[src/rtl/mdu_pkg.sv]
// mdu_pkg: shared encodings, widths and state enum for the multiply/divide sequencer.
package mdu_pkg;

  localparam int unsigned XLEN      = 32;
  localparam int unsigned MDU_ITERS = 32;
  localparam int unsigned CNT_W     = $clog2(MDU_ITERS);

  localparam logic [CNT_W-1:0] CNT_LAST = CNT_W'(MDU_ITERS - 1);

  localparam logic [1:0] OP_MULTU = 2'b00;
  localparam logic [1:0] OP_MULT  = 2'b01;
  localparam logic [1:0] OP_DIVU  = 2'b10;
  localparam logic [1:0] OP_DIV   = 2'b11;

  localparam logic [2:0] ALUC_ADD = 3'b000;
  localparam logic [2:0] ALUC_SUB = 3'b100;

  typedef enum logic [2:0] {
    S_IDLE = 3'd0,
    S_PREP = 3'd1,
    S_ITER = 3'd2,
    S_FIX  = 3'd3,
    S_DONE = 3'd4
  } mdu_state_e;

  // Operation context captured when a request is accepted.
  typedef struct packed {
    logic [1:0]      op;
    logic            neg_res;
    logic            neg_rem;
    logic [XLEN-1:0] mag_a;
    logic [XLEN-1:0] mag_b;
  } mdu_ctx_t;

  function automatic logic op_is_div(input logic [1:0] op);
    return (op == OP_DIVU) || (op == OP_DIV);
  endfunction

  function automatic logic op_is_signed(input logic [1:0] op);
    return (op == OP_MULT) || (op == OP_DIV);
  endfunction

endpackage

[src/rtl/mdu_seq_if.sv]
// mdu_seq_if: request/response bundle between the EX stage and the sequencer.
interface mdu_seq_if;
  logic        start;
  logic [1:0]  op;
  logic [31:0] rs;
  logic [31:0] rt;
  logic        cancel;
  logic        busy;
  logic        done;
  logic [31:0] hi;
  logic [31:0] lo;

  modport master (output start, op, rs, rt, cancel, input busy, done, hi, lo);
  modport slave  (input start, op, rs, rt, cancel, output busy, done, hi, lo);
endinterface

[src/rtl/mdu_fix.sv]
// mdu_fix: combinational two's-complement conditional negator.
module mdu_fix #(
  parameter int unsigned W = 64
) (
  input  logic         neg,
  input  logic [W-1:0] x,
  output logic [W-1:0] y
);
  assign y = neg ? (~x + W'(1)) : x;
endmodule

[src/rtl/mdu_seq.sv]
// mdu_seq: 32-iteration multiply/divide sequencer driving an external add/sub ALU.
// Build option: define MDU_DIV_EN to include the restoring divider; without it
// DIVU/DIV complete right after PREP with hi = lo = 0.
module mdu_seq
  import mdu_pkg::*;
(
  input  logic              clock,
  input  logic              resetn,
  mdu_seq_if.slave          bus,
  output logic [XLEN-1:0]   alu_a,
  output logic [XLEN-1:0]   alu_b,
  output logic [2:0]        alu_aluc,
  input  logic [XLEN-1:0]   alu_r
);

  mdu_state_e      state_q, state_d;
  mdu_ctx_t        ctx_q;
  logic [XLEN-1:0] acc_h_q, acc_l_q;
  logic [CNT_W-1:0] cnt_q;
  logic [XLEN-1:0] hi_q, lo_q;
  logic            busy_q, done_q;
  logic [XLEN-1:0] step_h, step_l;
  logic            mul_carry;
  logic            div_short;
  logic            fix_sel;
  logic [XLEN-1:0] fix_lo_y, fix_hi_y;
  logic [2*XLEN-1:0] prod_y;
`ifdef MDU_DIV_EN
  logic [XLEN-1:0] rs_raw_q;
  logic            div_borrow, div_ge;
`endif

  assign bus.busy = busy_q;
  assign bus.done = done_q;
  assign bus.hi   = hi_q;
  assign bus.lo   = lo_q;

  // Negators are shared: operand magnitudes in IDLE, quotient/remainder sign fix in FIX.
  assign fix_sel = (state_q == S_FIX);

  mdu_fix #(.W(XLEN)) u_fix_lo (
    .neg (fix_sel ? ctx_q.neg_res : (op_is_signed(bus.op) & bus.rs[XLEN-1])),
    .x   (fix_sel ? acc_l_q : bus.rs),
    .y   (fix_lo_y)
  );

  mdu_fix #(.W(XLEN)) u_fix_hi (
    .neg (fix_sel ? ctx_q.neg_rem : (op_is_signed(bus.op) & bus.rt[XLEN-1])),
    .x   (fix_sel ? acc_h_q : bus.rt),
    .y   (fix_hi_y)
  );

  mdu_fix #(.W(2*XLEN)) u_fix_prod (
    .neg (ctx_q.neg_res),
    .x   ({acc_h_q, acc_l_q}),
    .y   (prod_y)
  );

`ifdef MDU_DIV_EN
  assign div_short = op_is_div(ctx_q.op) && (ctx_q.mag_b == '0);
`else
  assign div_short = op_is_div(ctx_q.op);
`endif

  // State register.
  always_ff @(posedge clock) begin
    if (!resetn) state_q <= S_IDLE;
    else         state_q <= state_d;
  end

  // Next-state logic; cancel aborts anything between acceptance and commit.
  always_comb begin
    state_d = state_q;
    case (state_q)
      S_IDLE: if (bus.start) state_d = S_PREP;
      S_PREP: begin
        if (bus.cancel)     state_d = S_IDLE;
        else if (div_short) state_d = S_DONE;
        else                state_d = S_ITER;
      end
      S_ITER: begin
        if (bus.cancel)              state_d = S_IDLE;
        else if (cnt_q == CNT_LAST)  state_d = S_FIX;
      end
      S_FIX:  state_d = bus.cancel ? S_IDLE : S_DONE;
      S_DONE: state_d = S_IDLE;
      default: state_d = S_IDLE;
    endcase
  end

  // ALU operand drive; idle (all zero) outside ITER.
  always_comb begin
    alu_a    = '0;
    alu_b    = '0;
    alu_aluc = ALUC_ADD;
    if (state_q == S_ITER) begin
      alu_a = acc_h_q;
      alu_b = acc_l_q[0] ? ctx_q.mag_a : '0;
`ifdef MDU_DIV_EN
      if (op_is_div(ctx_q.op)) begin
        alu_a    = {acc_h_q[XLEN-2:0], acc_l_q[XLEN-1]};
        alu_b    = ctx_q.mag_b;
        alu_aluc = ALUC_SUB;
      end
`endif
    end
  end

  // One shift-add or restoring-subtract step, carry/borrow rebuilt from sign bits.
  always_comb begin
    mul_carry = (alu_a[XLEN-1] & alu_b[XLEN-1]) |
                ((alu_a[XLEN-1] | alu_b[XLEN-1]) & ~alu_r[XLEN-1]);
    step_h = {mul_carry, alu_r[XLEN-1:1]};
    step_l = {alu_r[0], acc_l_q[XLEN-1:1]};
`ifdef MDU_DIV_EN
    div_borrow = (~alu_a[XLEN-1] & alu_b[XLEN-1]) |
                 (~(alu_a[XLEN-1] ^ alu_b[XLEN-1]) & alu_r[XLEN-1]);
    div_ge     = acc_h_q[XLEN-1] | ~div_borrow;
    if (op_is_div(ctx_q.op)) begin
      step_h = div_ge ? alu_r : alu_a;
      step_l = {acc_l_q[XLEN-2:0], div_ge};
    end
`endif
  end

  // Operand capture, accumulator/counter, and HI/LO commit.
  always_ff @(posedge clock) begin
    if (!resetn) begin
      ctx_q   <= '0;
      acc_h_q <= '0;
      acc_l_q <= '0;
      cnt_q   <= '0;
      hi_q    <= '0;
      lo_q    <= '0;
`ifdef MDU_DIV_EN
      rs_raw_q <= '0;
`endif
    end else begin
      case (state_q)
        S_IDLE: if (bus.start) begin
          ctx_q.op      <= bus.op;
          ctx_q.neg_res <= op_is_signed(bus.op) & (bus.rs[XLEN-1] ^ bus.rt[XLEN-1]);
          ctx_q.neg_rem <= op_is_signed(bus.op) & bus.rs[XLEN-1];
          ctx_q.mag_a   <= fix_lo_y;
          ctx_q.mag_b   <= fix_hi_y;
`ifdef MDU_DIV_EN
          rs_raw_q      <= bus.rs;
`endif
        end
        S_PREP: begin
          acc_h_q <= '0;
          acc_l_q <= op_is_div(ctx_q.op) ? ctx_q.mag_a : ctx_q.mag_b;
          cnt_q   <= '0;
          if (!bus.cancel && div_short) begin
`ifdef MDU_DIV_EN
            hi_q <= rs_raw_q;
            lo_q <= '1;
`else
            hi_q <= '0;
            lo_q <= '0;
`endif
          end
        end
        S_ITER: begin
          acc_h_q <= step_h;
          acc_l_q <= step_l;
          cnt_q   <= cnt_q + CNT_W'(1);
        end
        S_FIX: if (!bus.cancel) begin
          if (op_is_div(ctx_q.op)) begin
            hi_q <= fix_hi_y;
            lo_q <= fix_lo_y;
          end else begin
            hi_q <= prod_y[2*XLEN-1:XLEN];
            lo_q <= prod_y[XLEN-1:0];
          end
        end
        default: ;
      endcase
    end
  end

  // busy spans acceptance through DONE; done is the DONE-state pulse.
  always_ff @(posedge clock) begin
    if (!resetn) begin
      busy_q <= 1'b0;
      done_q <= 1'b0;
    end else begin
      busy_q <= (state_d != S_IDLE);
      done_q <= (state_d == S_DONE);
    end
  end

endmodule

[src/flat_wrapper.sv]
// flat-port wrapper written by rule: the top's interface ports become plain ports
module mdu_seq_flat import mdu_pkg::*;
  (clock, resetn, alu_a, alu_b, alu_aluc, alu_r, bus_start, bus_op, bus_rs, bus_rt, bus_cancel, bus_busy, bus_done, bus_hi, bus_lo);
  mdu_seq_if bus_i ();
  input  logic clock;
  input  logic resetn;
  output logic [XLEN-1:0] alu_a;
  output logic [XLEN-1:0] alu_b;
  output logic [2:0] alu_aluc;
  input  logic [XLEN-1:0] alu_r;
  input wire logic [$bits(bus_i.start)-1:0] bus_start;
  input wire logic [$bits(bus_i.op)-1:0] bus_op;
  input wire logic [$bits(bus_i.rs)-1:0] bus_rs;
  input wire logic [$bits(bus_i.rt)-1:0] bus_rt;
  input wire logic [$bits(bus_i.cancel)-1:0] bus_cancel;
  output wire logic [$bits(bus_i.busy)-1:0] bus_busy;
  output wire logic [$bits(bus_i.done)-1:0] bus_done;
  output wire logic [$bits(bus_i.hi)-1:0] bus_hi;
  output wire logic [$bits(bus_i.lo)-1:0] bus_lo;
  assign bus_i.start = bus_start;
  assign bus_i.op = bus_op;
  assign bus_i.rs = bus_rs;
  assign bus_i.rt = bus_rt;
  assign bus_i.cancel = bus_cancel;
  assign bus_busy = bus_i.busy;
  assign bus_done = bus_i.done;
  assign bus_hi = bus_i.hi;
  assign bus_lo = bus_i.lo;
  mdu_seq u_core (.clock(clock), .resetn(resetn), .bus(bus_i), .alu_a(alu_a), .alu_b(alu_b), .alu_aluc(alu_aluc), .alu_r(alu_r));
endmodule
[config.mk]
export PLATFORM = sky130hd
export DESIGN_NAME = mdu_seq_flat
export DESIGN_NICKNAME = d
export VERILOG_FILES = /design/src/rtl/mdu_pkg.sv /design/src/rtl/mdu_seq_if.sv /design/src/rtl/mdu_fix.sv /design/src/rtl/mdu_seq.sv /design/src/flat_wrapper.sv
export SDC_FILE = /design/constraint.sdc
export NUM_CORES = 1
export LEC_CHECK = 0
export ABC_AREA = 1
export ABC_CLOCK_PERIOD_IN_PS = 5600
export BUFFER_PORTS_ARGS = -buffer_cell sky130_fd_sc_hd__clkbuf_2
export CORE_MARGIN = 2
export CORE_UTILIZATION = 45
export CTS_CLUSTER_SIZE = 16
export DETAILED_ROUTE_END_ITERATION = 7
export PLACE_DENSITY = 0.66
export SLEW_MARGIN = 20
export SYNTH_ARGS = -nofsm -noshare
export SYNTH_HDL_FRONTEND = slang
export SYNTH_HIERARCHICAL = 1
export SYNTH_SLANG_ARGS = --single-unit
[constraint.sdc]
create_clock -name clock -period 5.6 [get_ports clock]
set_input_delay 0.56 -clock clock [delete_from_list [all_inputs] [get_ports clock]]
set_output_delay 0.56 -clock clock [all_outputs]
set_load 0.02 [all_outputs]
Word-level counts from Yosys, hierarchy flattened
Cells that the tools add are included.
{"block": "word_totals", "reg_bits": 206, "latch_bits": 0, "mem_bits_rw": 0, "rom_bits": 0, "in_bits": 102, "out_inout_bits": 133, "word_cells": 78, "memories": 0}
{"block": "classes", "add_sub_neg": 4, "mul": 0, "div": 0, "n_lt_le_gt_ge": 0, "n_eq_ne": 11, "n_shift": 0, "n_mux": 28, "n_bitwise": 12, "reduce_logical": 10}
{"operator": "2-to-1 mux 32 bit", "n": 13}
{"operator": "case mux 32 bit (2 select lines)", "n": 4}
{"operator": "adder 32 x 1 -> 32 bit (second input constant)", "n": 2}
{"operator": "adder 64 x 1 -> 64 bit (second input constant)", "n": 1}
{"operator": "2-to-1 mux 64 bit", "n": 1}
{"operator": "inverter 32 bit", "n": 2}
{"operator": "inverter 64 bit", "n": 1}
{"operator": "2-to-1 mux 3 bit", "n": 6}
{"operator": "case mux 3 bit (4 select lines)", "n": 1}
{"operator": "case mux 5 bit (2 select lines)", "n": 1}
{"operator": "equality test 2 bit (second input constant)", "n": 3}
{"operator": "equality test 3 x 2 -> 1 bit (second input constant)", "n": 2}
{"operator": "adder 5 x 1 -> 5 bit (second input constant)", "n": 1}
{"operator": "bitwise AND 1 bit", "n": 5}
{"operator": "equality test 5 bit (second input constant)", "n": 1}
{"operator": "nonzero test 2 bit", "n": 2}
{"operator": "equality test 3 x 1 -> 1 bit (second input constant)", "n": 1}
{"operator": "equality test 3 bit (second input constant)", "n": 1}
{"operator": "logical NOT 3 bit", "n": 1}
{"operator": "AND reduction 3 bit", "n": 1}
{"operator": "nonzero test 3 bit", "n": 1}
{"operator": "equality test 2 x 1 -> 1 bit (second input constant)", "n": 1}
{"operator": "logical OR 1 bit", "n": 2}
{"operator": "2-to-1 mux 1 bit", "n": 2}
{"operator": "8 further kinds", "n": 9}

Longest topological paths before layout
Gate-level depths: netlist of run 1.
{"block": "logic_depth", "word_depth": 8, "ltp_mapped": 22, "depth_no_buf": 19}

By module
The synthesis of run 1 kept the hierarchy.
{"module": "mdu_seq", "n_inst": 1, "cells_per_inst": 1736, "area_each_um2": 10411.2, "seq_area_each_um2": 4103.9}
{"module": "mdu_fix (u_core.u_fix_prod)", "n_inst": 1, "cells_per_inst": 498, "area_each_um2": 2466.1, "seq_area_each_um2": 0.0}
{"module": "mdu_fix (u_core.u_fix_hi ...)", "n_inst": 2, "cells_per_inst": 227, "area_each_um2": 1108.6, "seq_area_each_um2": 0.0}

Worst setup path after synthesis of run 1
Ideal clock, no wire load.
{"block": "synth_timing", "kind": "register to register", "start": "register u_core.state_q[1]", "end": "register u_core.lo_q[12] (netlist: u_core/bus.lo[12])", "setup_ps": 64, "arrival_time_ps": 2421, "required_time_ps": 5536, "setup_slack_ps": 3115, "stages_incl_launch_ff": 21, "n_path_buf": 3, "synth_period_minus_slack_ps": 2485, "path_cell_list": "dfxtp_1 > buf_4 > nand2_1 > nor2_4 > buf_2 > clkbuf_1 > nand2_1 > nand2_1 > inv_1 > ha_1 > nand2_2 > nor2_4 > nor2_4 > nor2_4 > xnor2_1 > nand2_1 > nand2_1 > nand2_1 > nand2_1 > nand2_1 > nor2_1"}
{"block": "synth_via", "elab_chain_len": 8, "elab_cells_between_ends": 14, "classes_between": "1 x add/sub; 4 x eq/ne; 6 x mux; 1 x bitwise; 2 x reduce/logical"}
{"item": "start: declaration", "line": "mdu_seq.sv:16", "text": "mdu_state_e state_q, state_d;"}
{"item": "start signal: assignment", "line": "mdu_seq.sv:68", "text": "else state_q <= state_d;"}
{"item": "equality test 3 x 2 -> 1 bit (*)", "line": "mdu_seq.sv:39", "text": "assign fix_sel = (state_q == S_FIX);"}
{"item": "2-to-1 mux 32 bit", "line": "mdu_seq.sv:43", "text": ".x (fix_sel ? acc_l_q : bus.rs),"}
{"item": "inverter 32 bit", "line": "mdu_fix.sv:9", "text": "assign y = neg ? (~x + W'(1)) : x;"}
{"item": "adder 32 x 1 -> 32 bit", "line": "mdu_fix.sv:9"}
{"item": "2-to-1 mux 32 bit (*)", "line": "mdu_fix.sv:9"}
{"item": "via u_core.fix_lo_y[12]", "line": "mdu_seq.sv:26", "text": "logic [XLEN-1:0] fix_lo_y, fix_hi_y;"}
{"item": "2-to-1 mux 32 bit (*)", "line": "mdu_seq.sv:170", "text": "if (op_is_div(ctx_q.op)) begin"}
{"item": "2-to-1 mux 32 bit (*)", "line": "mdu_seq.sv:169", "text": "S_FIX: if (!bus.cancel) begin"}
{"item": "case mux 32 bit (2 select lines) (*)", "line": "mdu_seq.sv:139", "text": "case (state_q)"}
{"item": "end signal: assignment", "line": "mdu_seq.sv:172", "text": "lo_q <= fix_lo_y;"}
{"item": "end signal: assignment", "line": "mdu_seq.sv:175", "text": "lo_q <= prod_y[XLEN-1:0];"}
{"item": "end: declaration", "line": "mdu_seq.sv:20", "text": "logic [XLEN-1:0] hi_q, lo_q;"}
The timed path passes the listed nets; every way through them passes the cells marked *. The select of a mux whose other input is x is not followed.
A chain may end at the register's enable or synchronous reset.

Final worst setup path of run 1
{"block": "layout_timing", "start": "register u_core.state_q[1]", "end": "register u_core.hi_q[6] (netlist: u_core/bus.hi[6])"}
{"block": "layout_via", "elab_chain_len": 8, "elab_cells_between_ends": 14, "classes_between": "1 x add/sub; 4 x eq/ne; 6 x mux; 1 x bitwise; 2 x reduce/logical"}
{"item": "equality test 3 x 2 -> 1 bit (*)", "line": "mdu_seq.sv:39"}
{"item": "2-to-1 mux 32 bit", "line": "mdu_seq.sv:49", "text": ".x (fix_sel ? acc_h_q : bus.rt),"}
{"item": "inverter 32 bit", "line": "mdu_fix.sv:9"}
{"item": "adder 32 x 1 -> 32 bit", "line": "mdu_fix.sv:9"}
{"item": "2-to-1 mux 32 bit (*)", "line": "mdu_fix.sv:9"}
{"item": "via u_core.fix_hi_y[6]", "line": "mdu_seq.sv:26"}
{"item": "2-to-1 mux 32 bit (*)", "line": "mdu_seq.sv:170"}
{"item": "2-to-1 mux 32 bit (*)", "line": "mdu_seq.sv:169"}
{"item": "case mux 32 bit (2 select lines) (*)", "line": "mdu_seq.sv:139"}
{"item": "end signal: assignment", "line": "mdu_seq.sv:171", "text": "hi_q <= fix_hi_y;"}
{"item": "end signal: assignment", "line": "mdu_seq.sv:174", "text": "hi_q <= prod_y[2*XLEN-1:XLEN];"}
{"item": "end: declaration", "line": "mdu_seq.sv:20"}
Marked as above.

==> impl_metrics.toml, run 1 <==
[run_status]
status = "finished, final reports clean"

[floorplan]
start_util = 0.454
die_area_um2 = 35000
num_io_pins = 235
fp.dieH_um = 187
die_width_um = 187
core-area_um2 = 33300
rows = 67

[sta]
max_slew_margin = 0.222
tns_ps = 0
worst_pin_slew_ps = 1160
setup_viol = 0
min_period_ps = 4230
fmax_mhz = 236
hold_viol = 0
skew_ps = 16.0
holdWs_ps = 254
rsz0062_at_grt = "false"
maxSlewViolCount = 0
period_share = 0.755

[yosys]
ys_seq_area_frac = 0.272
synth_largest_area_cell = "nand2_1"
ys_ff_latch = 205
synthCells = 2688
synthDistinctLibCells = 37
yosysTopAreaCellShare = 0.279
synth_edf_count = 0
ys.flop_type = "dfxtp_1"
synth_warnings = 6
synth_area_um2 = 15100
synthTopCellsByArea = "nand2_1 (28%), dfxtp_1 (27%), nor2_1 (13%)"
avgSynthCellArea_um2 = 5.62
async_flop_share = 0

[clocking]
clkLatencyLatePin_ps = 540
clock_path_buffers = 3
clk_pin_slew_ps = 60
numCtsBuffers = 25
hold_buffers = 0
cts_tree = "done"
cts_root_buffer = "clkbuf_16"
htree_levels = 1
cts_resized = 0
post_cts_buffers = 0
clock-sinks = 205

[worst_setup_path]
required_ps = 6060
cp-start-kind = "flop"
worst-setup-path-type = "reg2reg"
endpoint = "u_core/bus.hi[6]$_SDFFE_PN0P_"
reg2reg_slack_ps = 1370
reg2regPathDepth = 11
cp-end-kind = "flop"
worstSetupStartpoint = "u_core/state_q[1]$_SDFF_PN0_"
r2r_start = "u_core/state_q[1]$_SDFF_PN0_"
timing.rr.end = "u_core/bus.hi[6]$_SDFFE_PN0P_"
arrival_ps = 4690
path_max_fanout = 68

[global_route]
grt_pass1_wl_mm = 99.0
grt_max_degree = 97
grt_overflow = 0
grt_pass1_vias = 16500
grtUsageTotal = 0.367
antenna_found_initial = 1

[hold_path]
hold_start = "alu_r[28]"
min_path_type = "in2reg"

[pwr]
peakVddDrop_uv = 217
p_switching_mw = 1.56
pwr-share-comb = 0.256
swShare = 0.362
p_per_area_nw_per_um2 = 253
power.internal_mw = 2.76
p_leak_nw = 8.44
power.share.clock = 0.365
power_frac_seq = 0.379

[cells_and_area]
syn2layout_area_growth_pct = 13.1
drive_above_1_share = 0.140
fin_area_um2 = 17100
final_nets = 2931

[detailed_routing]
vias = 17700
wl_per_cell_um = 20.1
drtIter0Drc = 1661
first_pass_iters = 6
antenna_left = 0
drt-total-wl_mm = 66.0
drc = 0
via_per_inst = 5.38

[placed_design]
placed_area_um2 = 16300
port_buffers = 231
gp_congestion = 1.01
hpwlAfterDp_mm = 49.3

[flow_run]
maxCapViolations = 0
-- flip-flops by register name (all words and copies together), names as in the netlist --
register and flops:
u_core/acc_l_q 32, u_core/bus.done 1, u_core/ctx_q 67, u_core/bus.hi 32, u_core/state_q 3, u_core/bus.busy 1, u_core/bus.lo 32, u_core/cnt_q 5
u_core/acc_h_q 32
-- metrics by stage --
stage	worst slack [ps]	instances	util	total power [mW]
3_5_place_dp	1410	3245	0.490	2.75
6_report	1370	3290	0.513	4.32
5_1_grt	1210	3289	0.513	4.52
3_3_place_gp	1430	3245	0.490	2.74
4_1_cts	1380	3289	0.513	4.32
2_1_floorplan	3120	2690	-	2.39
-- power groups by stage --
stage,clock (mW),sequential [mW],combinational (mW)
after global placement,0,1.66,1.08
after CTS,1.60,1.63,1.08
after detailed placement,0,1.67,1.08
after global routing,1.66,1.64,1.21
after floorplan,0,1.63,0.762
final,1.58,1.64,1.11
-- synthesized netlist by cell type (11+ instances only) --
cell type / instances
buf_2: 46
nor2_4: 21
a21oi_1: 79
buf_4: 22
nand3b_1: 15
inv_1: 142
inv_2: 11
nor2_2: 24
nand2_2: 16
clkbuf_1: 60
nand3_1: 112
xor2_1: 31
nand4_1: 24
nor2_1: 503
xnor2_1: 30
buf_1: 11
dfxtp_1: 205
o21ai_0: 161
nand2_1: 1123
-- layout by cell type, fill, tap and decap left out, drive strengths merged, types with 3 or more instances in the layout --
cell type / count
nand4: 24
dfxtp: 205
xnor2: 30
nand3b: 16
conb: 3
clkinvlp: 3
nand2: 1144
buf: 21
clkinv: 7
clkbuf: 262
nand3: 117
nor2: 553
o21ai: 178
xor2: 32
inv: 157
ha: 5
a21oi: 79
-- how the worst min path moves through the flow --
stage                                       to  slack (ps)  depth (start not counted)
5_1_grt        u_core/acc_h_q[27]$_SDFFE_PN0P_         250                          3
4_1_cts        u_core/acc_h_q[27]$_SDFFE_PN0P_         240                          3
3_3_place_gp     u_core/ctx_q[31]$_SDFFE_PN0P_         440                          2
3_5_place_dp     u_core/ctx_q[31]$_SDFFE_PN0P_         440                          2
2_1_floorplan     u_core/ctx_q[0]$_SDFFE_PN0P_         420                          2
6_report       u_core/acc_h_q[27]$_SDFFE_PN0P_         250                          3
-- metal layers --
layer / track usage / vias to the layer above / share of wire
met5: 0 / - / 0
met4: 0.230 / 0 / 0.072
met3: 0.0418 / 165 / 0.073
met2: 0.604 / 817 / 0.45
met1: 0.459 / 8163 / 0.41
li1: - / 8564 / -
-- kinds of logic (layout without fill, tap and decap cells) --
family	Yosys count	after routing	share of synthesized area
AOI/OAI and AO/OA	259	259	0.0918
and+or+nand+nor	1856	1856	0.508
buffers and inverters	300	451	0.0870
DFF	205	205	0.272
xor gates and xnor gates	62	62	0.0365
adders and majority gates	5	5	0.00414
other	1	4	0.000248
-- worst max-delay path: stages (launching register included) --
cell and delay (ps):
dfxtp_1 550, nand3_4 580, o21ai_0 1160, inv_1 200, ha_1 320, nand3_1 120
nand2_1 110, xnor2_1 520, nand2_1 170, nand2_1 150, nand2_1 70, a21oi_1 160
-- cell type report --
| class | count | area, µm² |
|---|---|---|
| antenna | 1 | 2.50 |
| clock buffer | 32 | 672 |
| clock inverter | 12 | 100 |
| fill | 3723 | 16200 |
| inverter | 156 | 596 |
| multi-input combinational | 2185 | 9710 |
| sequential | 205 | 4110 |
| tap | 448 | 561 |
| timing repair buffer | 251 | 1330 |
Power figures use the tool's default switching activity.
==> run 2, diff against run 1 <==
--- a/config.mk
+++ b/config.mk
@@ -5,14 +5,14 @@
 export SDC_FILE = /design/constraint.sdc
 export NUM_CORES = 1
 export LEC_CHECK = 0
-export ABC_AREA = 1
-export ABC_CLOCK_PERIOD_IN_PS = 5600
+export ABC_AREA = 0
+export ABC_CLOCK_PERIOD_IN_PS = 3570
 export BUFFER_PORTS_ARGS = -buffer_cell sky130_fd_sc_hd__clkbuf_2
 export CORE_MARGIN = 2
 export CORE_UTILIZATION = 45
 export CTS_CLUSTER_SIZE = 16
 export DETAILED_ROUTE_END_ITERATION = 7
-export PLACE_DENSITY = 0.66
+export PLACE_DENSITY = 0.69
 export SLEW_MARGIN = 20
 export SYNTH_ARGS = -nofsm -noshare
 export SYNTH_HDL_FRONTEND = slang
==> constraint.sdc (replaced) <==
create_clock -name clock -period 3.57 [get_ports clock]
set_input_delay 0.357 -clock clock [delete_from_list [all_inputs] [get_ports clock]]
set_output_delay 0.357 -clock clock [all_outputs]
set_load 0.02 [all_outputs]
==> run 2 against run 1 <==
Global-route usage is 9.7 points lower; critical path depth stayed put; power is 42% higher; wire length is 36% lower; combinational power is 9.9% higher; cell area is 11% lower; count of clock-buffer cells in the layout is 1 higher; largest cell class unchanged; non-clock buffer count is 27 higher.
==> impl_metrics.toml, run 2 <==
[placed_design]
port_buffers = 231
hpwlAfterDp_mm = 30.0
placed_cells = 2082
placed_area_um2 = 14500
pre_cts_ws_ps = 172
gp_congestion = 0.939

[worst_setup_path]
path_max_fanout = 49
worst-setup-path-type = "reg2reg"
crit_buf_inv = 2
cp-end-kind = "flop"
path_delay_family = "simple AND/OR/NAND/NOR gates"
required_ps = 4020
cp-start-kind = "flop"
cpMaxStageDelayCell = "o41ai_2"
arrival_ps = 3890
slowest_delay_ps = 520
cp_cell_sequence = "nand3b_1 -> buf_12 -> mux2_2 -> nor4_1 -> buf_4 -> nand4b_2 -> o41ai_2 -> xnor2_1 -> mux2i_1 -> or3_1 -> a21oi_1"

[cells_and_area]
top_register = "u_core/ctx_q"
layout.cells.non_filler = 2126
largest_reg_flops = 67
fin_area_um2 = 15300
final_nets = 1834
mostFrequentLayoutCells = "clkbuf_2 (231), dfxtp_1 (203), nand2_1 (202)"
drive_above_1_share = 0.278
fillers = 2792
post-route-util = 0.535
mostFrequentLayoutCell = "clkbuf_2"
syn2layout_area_growth_pct = 17.9
diodes = 0

[yosys]
synthCells = 1544
ys_ff_latch = 205
yosysMostFrequentCell = "dfxtp_1"
yosysTopAreaCellShare = 0.317
synth_warnings = 6
synthTopCellsByArea = "dfxtp_1 (32%), mux2_2 (8.3%), xnor2_1 (8.3%)"
avgSynthCellArea_um2 = 8.39
synth_largest_area_cell = "dfxtp_1"
synth_area_um2 = 13000
synth_edf_count = 0
async_flop_share = 0
ys_seq_area_frac = 0.317
ys_top_cells_by_count = "dfxtp_1 (205), nand2_1 (202), a21oi_1 (134)"
synthDistinctLibCells = 68
ys.flop_type = "dfxtp_1"

[detailed_routing]
wl_met2_mm = 19.9
wl_per_cell_um = 19.8
drtIter0Drc = 1037
drt-total-wl_mm = 42.2
via_per_inst = 5.73
top_layer = "met4"
m1WireLength_mm = 18.3
first_pass_iters = 5
vias = 12200
drc = 0
antenna_left = 0
met3_length_mm = 2.84

[global_route]
grt_pass1_wl_mm = 65.4
grt_max_degree = 71
grtUsageTotal = 0.270
grt_pass1_vias = 11500
antenna_found_initial = 1
grt_overflow = 0

[floorplan]
start_util = 0.454
fp.dieH_um = 174
rows = 62
core-area_um2 = 28500
die_width_um = 174
die_area_um2 = 30200
num_io_pins = 235

[run_status]
status = "finished, final reports clean"

[sta]
worst_pin_slew_ps = 995
min_period_ps = 3440
max_slew_margin = 0.336
skew_ps = 7.30
hold_viol = 0
maxSlewViolCount = 0
setup_viol = 0
fin_ws_ps = 133
fmax_mhz = 291
period_share = 0.963

[pwr]
power.internal_mw = 4.31
power_frac_seq = 0.402
power.share.clock = 0.400
p_total_mw = 6.14
pwr-share-comb = 0.198
peakVddDrop_uv = 314
swShare = 0.298
p_switching_mw = 1.83
p_per_area_nw_per_um2 = 402
p_leak_nw = 5.95

[clocking]
hold_buffers = 0
clk_pin_slew_ps = 60
clock-sinks = 205
cts_root_buffer = "clkbuf_16"
cts_tree = "done"
numCtsBuffers = 24
clkLatencyLatePin_ps = 530
htree_levels = 1
clock_path_buffers = 3

[hold_path]
min_path_type = "in2reg"

[flow_run]
maxCapViolations = 0
==> run 2: cell count changes after synthesis, moves of 65 or more <==
cell	delta
nand2_1	-921
nor2_1	-393
inv_1	-131
mux2_2	+96
o21ai_0	-93
xnor2_1	+92
nand3_1	-68
a22oi_1	+65
==> run 2: cell type report <==
type | instances | area (µm²) | share of cell area
repair buffers | 278 | 1600 | 0.105
inverters | 12 | 47.5 | 0.00311
clock buffers | 33 | 686 | 0.0449
clock inverters | 8 | 90.1 | 0.00590
well taps | 384 | 480 | 0.0315
flip-flops and latches | 205 | 4110 | 0.269
multi-input cells | 1206 | 8260 | 0.541
==> run 2: cells by family (layout without fill, tap and decap cells) <==
kind of cell	Yosys count	in the layout	share of synthesized area
flops	205	205	0.317
fa+ha+maj	5	5	0.00483
other cells	1	3	0.000290
mux	160	160	0.133
compound gates	353	353	0.180
buf+inv	135	331	0.0495
xor+xnor	123	123	0.0832
simple gates	562	562	0.233
==> run 2: what timing repair did <==
item,in CTS,in global routing
resized for setup,0,2
endpoints found under the setup margin,0,6
setup buffers,0,3
==> run 2: per-stage QoR <==
step,hold slack (ps),setup TNS (ps)
floorplan,436,0
detailed placement,442,0
CTS,36.2,0
global route,81.7,-30.6
finish,56.3,0
global placement,438,0
==> run 2: final timing paths <==
path	from	endpoint	slack, ps	cells past startpoint
setup / recovery	u_core/state_q[2]$_SDFF_PN0_	u_core/bus.hi[31]$_SDFFE_PN0P_	130	11
hold / removal	bus_op[1]	u_core/ctx_q[67]$_SDFFE_PN0P_	60	3
setup reg to reg	u_core/state_q[2]$_SDFF_PN0_	u_core/bus.hi[31]$_SDFFE_PN0P_	130	11
hold reg to reg	u_core/bus.hi[11]$_SDFFE_PN0P_	u_core/bus.hi[11]$_SDFFE_PN0P_	450	2
==> run 2: layer usage <==
layer | vias to the layer above | track usage
met5 | - | 0
met4 | 0 | 0.0770
met3 | 79 | 0.0393
met2 | 474 | 0.461
met1 | 5797 | 0.355
li1 | 5825 | -
==> run 2: power by group through the flow <==
stage          combinational (mW)  clock [mW]  sequential, mW
5_1_grt                      1.30        2.57            2.47
4_1_cts                      1.20        2.49            2.46
6_report                     1.22        2.45            2.46
3_3_place_gp                 1.18           0            2.51
3_5_place_dp                 1.19           0            2.51
2_1_floorplan               0.848           0            2.46
==> run 2: worst register-to-register path, stage by stage (launching register included) <==
cell and delay [ps]:
dfxtp_1 330, nand3b_1 250, buf_12 280, mux2_2 460, nor4_1 340, buf_4 190, nand4b_2 210, o41ai_2 530
xnor2_1 210, mux2i_1 110, or3_1 330, a21oi_1 150
==> run 3, diff against run 2 <==
--- a/config.mk
+++ b/config.mk
@@ -18,3 +18,4 @@
 export SYNTH_HDL_FRONTEND = slang
 export SYNTH_HIERARCHICAL = 1
 export SYNTH_SLANG_ARGS = --single-unit
+export TNS_END_PERCENT = 100
==> constraint.sdc (replaced) <==
create_clock -name clock -period 3.57 [get_ports clock]
set_input_delay 0.5355 -clock clock [delete_from_list [all_inputs] [get_ports clock]]
set_output_delay 0.5355 -clock clock [all_outputs]
set_load 0.02 [all_outputs]
==> run 3 against run 2 <==
Wire length increased by 1.4%; combinational power is essentially flat; sequential power barely moved; power decreased by 1.8%; clock power down 4%; via count increased by 1.5%; first-iteration DRC count shrank 0.39%; register-to-register slack gained 90 ps; cell count rose by 0.19%; critical path depth up 2; count of clock-buffer cells in the layout unchanged; worst setup slack gained 87 ps; critical path type unchanged.
==> impl_metrics.toml, run 3 (same netlist as run 2, synthesis figures left out) <==
[detailed_routing]
vias = 12400
via_per_inst = 5.80
drtIter0Drc = 1033
wl_per_cell_um = 20.1
first_pass_iters = 5
antenna_left = 0
drc = 0
drt-total-wl_mm = 42.8

[clocking]
clock-sinks = 205
htree_levels = 1
clk_pin_slew_ps = 60
hold_buffers = 0
clkLatencyLatePin_ps = 530
clock_path_buffers = 3
cts_tree = "done"
cts_root_buffer = "clkbuf_16"
numCtsBuffers = 25

[cells_and_area]
diodes = 0
mostFrequentLayoutCell = "clkbuf_2"
mostFrequentLayoutCells = "clkbuf_2 (231), dfxtp_1 (203), nand2_1 (202)"
final_nets = 1840
drive_above_1_share = 0.279
largest_reg_flops = 67
top_register = "u_core/ctx_q"
layout.cells.non_filler = 2130
syn2layout_area_growth_pct = 18.0
fin_area_um2 = 15300

[worst_setup_path]
cp-end-kind = "flop"
cp-start-kind = "flop"
cpMaxStageDelayCell = "o41ai_1"
required_ps = 4010
worstSetupStartpoint = "u_core/state_q[2]$_SDFF_PN0_"
r2r_start = "u_core/state_q[2]$_SDFF_PN0_"
crit_path_frequent_cell = "buf_12"
arrival_ps = 3790
cp_cell_sequence = "nand3b_1 -> buf_12 -> buf_12 -> mux2_2 -> inv_1 -> ha_1 -> nor2b_1 -> nand2_1 -> o41ai_1 -> xnor2_1 -> mux2i_1 -> or3_1 -> a21oi_1"
path_max_fanout = 23
worst-setup-path-type = "reg2reg"
slowest_delay_ps = 440

[sta]
holdWs_ps = 250
rsz0062_at_grt = "false"
fin_ws_ps = 220
worst_pin_slew_ps = 999
tns_ps = 0
max_slew_margin = 0.334
maxSlewViolCount = 0
hold_viol = 0
skew_ps = 15.3
period_share = 0.938
min_period_ps = 3350
setup_viol = 0
fmax_mhz = 298

[placed_design]
gp_congestion = 0.931
hpwlAfterDp_mm = 30.0
placed_area_um2 = 14500
pre_cts_ws_ps = 248
placed_cells = 2086
port_buffers = 231

[hold_path]
min_path_type = "in2reg"
hold_start = "bus_op[1]"

[pwr]
p_per_area_nw_per_um2 = 394
peakVddDrop_uv = 282
p_leak_nw = 5.96

[floorplan]
start_util = 0.454
fp.dieH_um = 174
die_width_um = 174
core-area_um2 = 28500
die_area_um2 = 30200
num_io_pins = 235
rows = 62

[global_route]
antenna_found_initial = 0
grt_pass1_vias = 11600
grtUsageTotal = 0.273
grt_max_degree = 99
grt_pass1_wl_mm = 66.1
grt_overflow = 0

[run_status]
status = "finished, final reports clean"

[flow_run]
maxCapViolations = 0
==> run 3: metrics by stage <==
stage	total power, mW	util
floorplan	3.31	-
global placement	3.68	0.509
detailed placement	3.70	0.509
CTS	6.02	0.534
global route	6.24	0.535
finish	6.02	0.535
==> run 3: critical path: cells and delay by family, from the launching register on <==
family / cells / cell delay (ps)
multiplexers: 2 / 470
XOR/XNOR: 1 / 190
AO/OA/AOI/OAI: 2 / 590
adder cells (fa/ha/maj): 1 / 170
buffers and inverters: 3 / 410
flip-flops: 1 / 320
AND/OR/NAND/NOR: 4 / 1110
==> run 3: layout make-up <==
cell class / count / area (µm²)
Inverter: 12 / 47.5
Sequential cell: 205 / 4110
Tap cell: 384 / 480
Fill cell: 2747 / 13300
Multi-Input combinational cell: 1206 / 8250
Clock inverter: 7 / 40.0
Clock buffer: 33 / 696
Timing Repair Buffer: 283 / 1660
==> run 3: what timing repair did <==
item                       in CTS  in global routing
setup endpoints to repair       0                  3
resized for setup               0                  0
buffers inserted                0                  4
==> run 3: path summary, 6_finish.rpt <==
| check | endpoint | slack (ps) | depth (start not counted) |
|---|---|---|---|
| worst max-delay path | u_core/bus.lo[30]$_SDFFE_PN0P_ | 220 | 13 |
| worst max register to register | u_core/bus.lo[30]$_SDFFE_PN0P_ | 220 | 13 |
| worst min register to register | u_core/bus.lo[9]$_SDFFE_PN0P_ | 450 | 2 |
| worst min-delay path | u_core/ctx_q[67]$_SDFFE_PN0P_ | 250 | 3 |
==> run 3: report_power, final <==
part           internal [mW]  switching (mW)  total, mW  leakage (nW)
clock network           1.35           0.986       2.34         0.361
logic                  0.463           0.771       1.23          3.93
registers               2.37          0.0853       2.45          1.66
==> run 3: per-layer routing <==
metal,routed length [µm],vias up,global-route usage
met5,0,-,0
met4,1960,0,0.116
met3,2800,106,0.0474
met2,19400,495,0.437
met1,18600,5906,0.364
li1,-,5846,-
